==> src/rtl/sram_ctrl.sv <==
// SRAM access controller: one read/write per handshake, held response channel.
// Optional address range check enabled by defining SRAM_CTRL_RANGE_CHECK_EN.
module sram_ctrl #(
    parameter int ADDR_WIDTH = 16,
    parameter int DATA_WIDTH = 16,
    parameter int DATA_DEPTH = 4096
) (
    input  logic                  clk,
    input  logic                  rst_n,
    input  logic                  req_valid,
    output logic                  req_ready,
    input  logic                  req_we,
    input  logic [ADDR_WIDTH-1:0] req_addr,
    input  logic [DATA_WIDTH-1:0] req_wdata,
    output logic                  rsp_valid,
    input  logic                  rsp_ready,
    output logic [DATA_WIDTH-1:0] rsp_rdata,
    output logic                  rsp_err,
    output logic                  mem_we_n,
    output logic [ADDR_WIDTH-1:0] mem_addr,
    output logic [DATA_WIDTH-1:0] mem_data_in,
    input  logic [DATA_WIDTH-1:0] mem_data_out
);

`ifdef SRAM_CTRL_RANGE_CHECK_EN
    localparam logic LP_RANGE_EN = 1'b1;
`else
    localparam logic LP_RANGE_EN = 1'b0;
`endif

    typedef enum logic [2:0] {
        S_IDLE,
        S_WR,
        S_RD1,
        S_RD2,
        S_RESP
    } state_t;

    state_t                r_state, w_state;
    logic                  r_req_ready, w_req_ready;
    logic                  r_rsp_valid, w_rsp_valid;
    logic [DATA_WIDTH-1:0] r_rsp_rdata, w_rsp_rdata;
    logic                  r_rsp_err, w_rsp_err;
    logic                  r_err_pend, w_err_pend;
    logic                  r_mem_we_n, w_mem_we_n;
    logic [ADDR_WIDTH-1:0] r_mem_addr, w_mem_addr;
    logic [DATA_WIDTH-1:0] r_mem_data_in, w_mem_data_in;
    logic                  w_accept;
    logic                  w_oor;

    assign w_accept = req_valid && r_req_ready;
    assign w_oor    = LP_RANGE_EN && (32'(req_addr) >= 32'(DATA_DEPTH));

    always_comb begin
        w_state       = r_state;
        w_req_ready   = r_req_ready;
        w_rsp_valid   = r_rsp_valid;
        w_rsp_rdata   = r_rsp_rdata;
        w_rsp_err     = r_rsp_err;
        w_err_pend    = r_err_pend;
        w_mem_we_n    = 1'b1;
        w_mem_addr    = r_mem_addr;
        w_mem_data_in = r_mem_data_in;
        unique case (r_state)
            S_IDLE: begin
                if (w_accept) begin
                    w_req_ready = 1'b0;
                    w_err_pend  = w_oor;
                    // Out-of-range requests reuse the write slot with no strobe
                    if (w_oor) begin
                        w_state = S_WR;
                    end else if (req_we) begin
                        w_state       = S_WR;
                        w_mem_we_n    = 1'b0;
                        w_mem_addr    = req_addr;
                        w_mem_data_in = req_wdata;
                    end else begin
                        w_state    = S_RD1;
                        w_mem_addr = req_addr;
                    end
                end
            end
            S_WR: begin
                w_state     = S_RESP;
                w_rsp_valid = 1'b1;
                w_rsp_rdata = '0;
                w_rsp_err   = r_err_pend;
            end
            S_RD1: begin
                w_state = S_RD2;
            end
            S_RD2: begin
                w_state     = S_RESP;
                w_rsp_valid = 1'b1;
                w_rsp_rdata = mem_data_out;
                w_rsp_err   = 1'b0;
            end
            S_RESP: begin
                if (rsp_ready) begin
                    w_state     = S_IDLE;
                    w_rsp_valid = 1'b0;
                    w_req_ready = 1'b1;
                end
            end
            default: begin
                w_state     = S_IDLE;
                w_rsp_valid = 1'b0;
                w_req_ready = 1'b1;
            end
        endcase
    end

    always_ff @(posedge clk or negedge rst_n) begin
        if (!rst_n) begin
            r_state       <= S_IDLE;
            r_req_ready   <= 1'b1;
            r_rsp_valid   <= 1'b0;
            r_rsp_rdata   <= '0;
            r_rsp_err     <= 1'b0;
            r_err_pend    <= 1'b0;
            r_mem_we_n    <= 1'b1;
            r_mem_addr    <= '0;
            r_mem_data_in <= '0;
        end else begin
            r_state       <= w_state;
            r_req_ready   <= w_req_ready;
            r_rsp_valid   <= w_rsp_valid;
            r_rsp_rdata   <= w_rsp_rdata;
            r_rsp_err     <= w_rsp_err;
            r_err_pend    <= w_err_pend;
            r_mem_we_n    <= w_mem_we_n;
            r_mem_addr    <= w_mem_addr;
            r_mem_data_in <= w_mem_data_in;
        end
    end

    assign req_ready   = r_req_ready;
    assign rsp_valid   = r_rsp_valid;
    assign rsp_rdata   = r_rsp_rdata;
    assign rsp_err     = r_rsp_err;
    assign mem_we_n    = r_mem_we_n;
    assign mem_addr    = r_mem_addr;
    assign mem_data_in = r_mem_data_in;

endmodule

==> config.mk <==
export PLATFORM = sky130hd
export DESIGN_NAME = sram_ctrl
export DESIGN_NICKNAME = d
export VERILOG_FILES = /design/src/rtl/sram_ctrl.sv
export SDC_FILE = /design/constraint.sdc
export NUM_CORES = 1
export LEC_CHECK = 0
export CORE_ASPECT_RATIO = 0.9
export CORE_UTILIZATION = 41
export CTS_BUF_LIST = sky130_fd_sc_hd__clkbuf_4
export DETAILED_ROUTE_END_ITERATION = 8
export PLACE_DENSITY = 0.82
export SYNTH_ARGS = -nofsm -noshare
export SYNTH_HDL_FRONTEND = slang
export SYNTH_SLANG_ARGS = --single-unit
==> constraint.sdc <==
create_clock -name clk -period 2 [get_ports clk]
set_input_delay 0.4 -clock clk [delete_from_list [all_inputs] [get_ports clk]]
set_output_delay 0.4 -clock clk [all_outputs]
set_load 0.03 [all_outputs]
# Word-level counts from Yosys, hierarchy flattened
# Cells that the tools add are included.
totals:
  input_bits: 53
  ff_bits: 55
  wordCells: 41
  out_inout_bits: 52
classes:
  n_mux: 14
  n_bitwise: 2
  n_eq_ne: 6
  n_reduce_logical: 11
op_table:
  columns: ["operator", "count"]
  rows:
  - ["case mux 16 bit (2 select lines)", 1]
  - ["case mux 3 bit (4 select lines)", 1]
  - ["two-way mux 1 bit", 7]
  - ["== test 3 x 2 -> 1 bit (second input constant)", 2]
  - ["two-way mux 3 bit", 2]
  - ["case mux 1 bit (3 select lines)", 2]
  - ["AND reduction 2 bit", 3]
  - ["AND reduction 3 bit", 2]
  - ["!= test 2 bit (second input constant)", 2]
  - ["OR reduction 2 bit", 2]
  - ["== test 3 x 1 -> 1 bit (second input constant)", 1]
  - ["== test 3 bit (second input constant)", 1]
  - ["logical NOT 3 bit", 1]
  - ["OR reduction 3 bit", 1]
  - ["two-way mux 2 bit", 1]
  - ["NOT 1 bit", 2]
  - ["nonzero test 2 bit", 1]
  - ["logical AND 1 bit", 1]

# Logic depth before layout (Yosys ltp)
# Gate-level depths: netlist (run 1).
logic_depth:
  depth_word: 4
  mapped_depth: 5
  mapped_depth_nobuf: 3

# Least setup slack after synthesis (run 1)
# No wires, ideal clock.
synth_timing:
  path_type: "register to register"
  startpoint: "register r_req_ready (netlist: req_ready)"
  endpoint: "register r_mem_data_in[10] (netlist: mem_data_in[10])"
  stages_incl_launch_ff: 5
  period_less_slack_ps: 1801
  setup_slack_ps: 199
  arrival_time_ps: 1676
  n_path_buf: 1
  t_required_ps: 1875
  setup_time_ps: 125
  cell_sequence: "dfstp_2 -> nand3_1 -> nor4_4 -> buf_6 -> mux2_2"
synth_between:
  elab_chain_len: 2
synth_lines:
  columns: ["item", "line_no", "text"]
  rows:
  - ["start, declared", "40", "logic r_req_ready, w_req_ready;"]
  - ["start signal, assigned", "126", "r_req_ready <= w_req_ready;"]
  - ["logical AND 1 bit", "51", "assign w_accept = req_valid && r_req_ready;"]
  - ["AND reduction 3 bit (no source line)", null, null]
  - ["end signal, assigned", "133", "r_mem_data_in <= w_mem_data_in;"]
  - ["end, declared", "47", "logic [DATA_WIDTH-1:0] r_mem_data_in, w_mem_data_in;"]
# Every way passes these cells.
# A chain may end at the register's enable or synchronous reset.

# Worst setup path in the final report (run 1)
layout_timing:
  startpoint: "register r_rsp_rdata[12] (netlist: rsp_rdata[12])"
  endpoint: "output port rsp_rdata[12]"
layout_rtl:
  columns: ["item", "line_no", "text"]
  rows:
  - ["start, declared", "42", "logic [DATA_WIDTH-1:0] r_rsp_rdata, w_rsp_rdata;"]
  - ["start signal, assigned", "128", "r_rsp_rdata <= w_rsp_rdata;"]
  - ["end, declared", "17", "output logic [DATA_WIDTH-1:0] rsp_rdata,"]
# No word-level cell between the ends.

==> impl.org, run 1 <==
** Status
- Run status :: complete, no violations

** Power
- In this run the power density over the cells is 1465 nW/µm².
- Overall power consumption after layout is estimated at 4.869 mW.
- IR analysis of the VDD net gives a maximum drop of 759.1 µV.
- Leakage component of the power :: 1.386 nW

** Global routing
- Wire length of the first global-routing pass :: 7238 µm
- Across every metal layer, demand over resource in global routing totals 0.1721.
- The via count of the first global-routing pass was 1,508.
- Total overflow reported by the global router :: 0
- Entering global routing, the biggest net connects 34 pins.
- The number of antenna violations at the first check in global routing is 0.

** Place
- Summed over all nets, the half-perimeter wirelength after detailed placement is 3191 µm.
- Worst setup timing slack at the placement stage :: 0.05805 ns
- Port buffering added 103 buffers.
- Instance area at placement :: 3234 µm²
- Placer congestion estimate :: 0.7600
- In this run, placement finished with an instance count of 329.

** STA
- Period utilisation layout :: 0.9171
- Setup_tns :: 0 ns
- Hold violation count in the final report :: 0
- Number of failing setup endpoints in the final timing report :: 0
- Final-report max-slew violation count :: 0
- Setup slack closes at 0.1657 ns.
- Hold timing on the final database bottoms out at a slack of 0.4092 ns.
- The worst path in the final design needs a cycle of 1.834 ns, including I/O delays and setup.
- Upper clock frequency limit :: 0.5452 GHz
- RSZ-0062 raised after global routing :: false
- Clock tree skew after final layout :: 0.008863 ns

** Setup path
- Worst reg2reg startpoint :: req_ready
- Of all nets on the critical path, the largest fanout is 2.
- Logic depth of the worst path, buffers included :: 1
- Critical path capture point :: rsp_rdata[12]
- Crit path launch :: rsp_rdata[12]
- The worst setup path is captured at a primary output.
- Cell type of the slowest stage on the worst timing path :: sky130_fd_sc_hd__clkdlybuf4s50_1
- STA classifies the critical path startpoint as a flip-flop.
- Worst path cell trace :: clkdlybuf4s50_1
- Data arrives at the worst endpoint at 1.43 ns.
- Critical path buffers and inverters :: 1
- The endpoint identified for the worst register-to-register timing path is mem_data_in[2].
- Number of cells on the worst reg-to-reg path :: 4
- Type of the worst setup path :: reg -> out
- At the worst endpoint, the required time is 1.60 ns.
- Slowest Stage Delay on Critical Path :: 0.68 ns
- Flop-to-flop setup slack :: 0.40 ns
- CP delay by family, top :: buffers and inverters

** Layout
- Number of cells in the finished layout apart from fillers :: 338
- Of the cells placed in the final design, the portion with a size suffix greater than 1 is 0.1905.
- The net count of the finished layout is 325.
- The repair_antennas step left the layout with diodes totalling 0.
- Filler Cells Inserted :: 374
- Finished Cell Area :: 3323 µm²
- Commonest non-fill, non-tap cell in the layout :: sky130_fd_sc_hd__clkdlybuf4s50_1
- Final core utilization :: 0.6789
- Compared with the post-synthesis result, the final layout area differs by 57.44%.
- The library cells used most frequently in the layout, excluding fill and tap cells, are sky130_fd_sc_hd__clkdlybuf4s50_1, sky130_fd_sc_hd__dfrtp_1, sky130_fd_sc_hd__nand2_1.

** Yosys
- Largest family of logic cells by synthesized area :: multiplexers
- For this run, the number of Yosys warnings is 0.
- Avg Inst Size Synth :: 12.95 µm²
- Register bit total from synthesis :: 54
- Synthesis produced a netlist with a net count of 216.
- Post-Synth XOR/XNOR Area :: 0
- Of the total synthesized cell area, the portion taken by AND, OR, NAND and NOR gates is 0.09247.
- Part of the Yosys area used for sequential elements :: 0.6414
- Post-synthesis instance area :: 2111 µm²
- After technology mapping, the gate count stands at 163.
- Synth Area in Compound Gates :: 0.05750
- Of the total synthesized cell area, the portion taken by full adders, half adders and majority gates is 0.
- Multiplexer share of the synthesized area :: 0.1707
- Library cells used by synthesis :: 22

** Die
- The floorplan step defined a die boundary enclosing 5440 µm².
- Initial Util :: 0.4312
- Die width :: 77.63 µm
- Core Footprint :: 4895 µm²
- I/O pin count :: 105
- After floorplanning, the core was divided into 24 placement rows.
- The floorplan step set the die height to 70.07 µm.

** Min path
- Worst hold path class :: in -> async

** Detailed routing
- Number of search-and-repair iterations in the first detailed-routing pass :: 4
- Post-detailed-route DRC marker count :: 0
- In this run the remaining antenna-violating nets after routing total 0.
- Detailed routing inserted a total of 1,559 vias.
- After detailed routing, the number of vias per cell comes to 4.612.
- Starting DRT DRC Count :: 86
- Dividing the detail-routed wire length by the instance count gives 12.78 µm.
- After detailed routing, the total wire length is 4318 µm.

** Clock network
- Num CTS Buffers :: 5
- Num Clock Sinks :: 54
- CTS Root Cell :: sky130_fd_sc_hd__clkbuf_4
- The longest clock path from root to sink contains 2 buffers.
- Clock latency on the worst-skew pair :: 0.36 ns
- Clock-pin slew on the worst setup and hold paths :: 0.15 ns
- H-Tree Level Count :: 2
- TritonCTS built the clock tree.

** Flow run
- Max-cap violations in this run came to 0.
flip-flops by register name, summed over array words and instances, names as in the netlist:
| signal | count |
|---|---|
| mem_addr | 16 |
| mem_data_in | 16 |
| rsp_rdata | 16 |
| r_state | 3 |
| mem_we_n | 1 |
| req_ready | 1 |
| rsp_valid | 1 |
Yosys cell counts:
cell,number,area share
sky130_fd_sc_hd__buf_2,1,0.0024
sky130_fd_sc_hd__o31ai_1,1,0.0036
sky130_fd_sc_hd__dfrtp_1,52,0.62
sky130_fd_sc_hd__nor4_4,2,0.020
sky130_fd_sc_hd__o21ai_0,17,0.040
sky130_fd_sc_hd__mux2_2,32,0.17
sky130_fd_sc_hd__a21boi_0,1,0.0036
sky130_fd_sc_hd__nor2_1,3,0.0053
sky130_fd_sc_hd__buf_4,1,0.0036
sky130_fd_sc_hd__clkbuf_1,3,0.0053
sky130_fd_sc_hd__o21a_1,1,0.0036
sky130_fd_sc_hd__dfstp_2,2,0.025
sky130_fd_sc_hd__conb_1,1,0.0018
sky130_fd_sc_hd__nand2_1,33,0.059
sky130_fd_sc_hd__or3_1,1,0.0030
sky130_fd_sc_hd__inv_1,4,0.0071
sky130_fd_sc_hd__buf_1,1,0.0018
sky130_fd_sc_hd__a2bb2oi_1,1,0.0042
sky130_fd_sc_hd__nand2b_1,1,0.0030
sky130_fd_sc_hd__buf_6,3,0.016
sky130_fd_sc_hd__nand3_1,1,0.0024
sky130_fd_sc_hd__a21oi_1,1,0.0024
worst min-delay path by stage:
| stage | startpoint | to | slack [ns] |
|---|---|---|---|
| finish | rst_n | mem_addr[9] | 0.41 |
| global route | rst_n | mem_addr[9] | 0.40 |
| CTS | rst_n | mem_addr[9] | 0.39 |
| detailed placement | rst_n | mem_addr[6] | 0.28 |
| global placement | rst_n | mem_addr[6] | 0.28 |
| floorplan | rst_n | mem_addr[0] | 0.10 |
per-layer routing:
metal | vias up | track usage | wire length [µm]
li1 | 765 | - | -
met1 | 717 | 0.2224 | 1907
met2 | 68 | 0.2773 | 2036
met3 | 9 | 0.04575 | 293
met4 | 0 | 0.06499 | 80
met5 | - | 0 | 0
what timing repair did:
item	4_1_cts	5_1_grt
endpoints found under the hold margin	9	0
hold buffers	1	0
buffers inserted	0	0
gates resized for setup	1	1
setup endpoints to repair	1	1
report_power, final:
| part | switching (mW) | internal [mW] |
|---|---|---|
| Sequential | 0.251 | 1.53 |
| Combinational | 1.34 | 1.17 |
| Clock | 0.321 | 0.260 |
| Total | 1.91 | 2.96 |
cell type report:
class | count | area, µm² | share of cell area
Clock buffer | 5 | 37.54 | 0.01130
Clock inverter | 3 | 40.04 | 0.01205
Inverter | 4 | 15.01 | 0.004518
Multi-Input combinational cell | 96 | 680.7 | 0.2048
Sequential cell | 54 | 1354 | 0.4074
Tap cell | 65 | 81.33 | 0.02447
Timing Repair Buffer | 111 | 1115 | 0.3355
kinds of logic (layout without fill, tap and decap cells):
logic type             count (synthesis)  count (layout)
flip-flops                            54              54
AND/OR/NAND/NOR                       41              41
multiplexers                          32              32
AO/OA/AOI/OAI                         22              22
buffers and inverters                 13             123
other                                  1               1
Power figures use the tool's default switching activity.
==> run 2, diff against run 1 <==
- CTS_CLUSTER_SIZE: not set -> 28
==> results of run 2 <==
Final layout, timing and power as in run 1 (identical DEF).
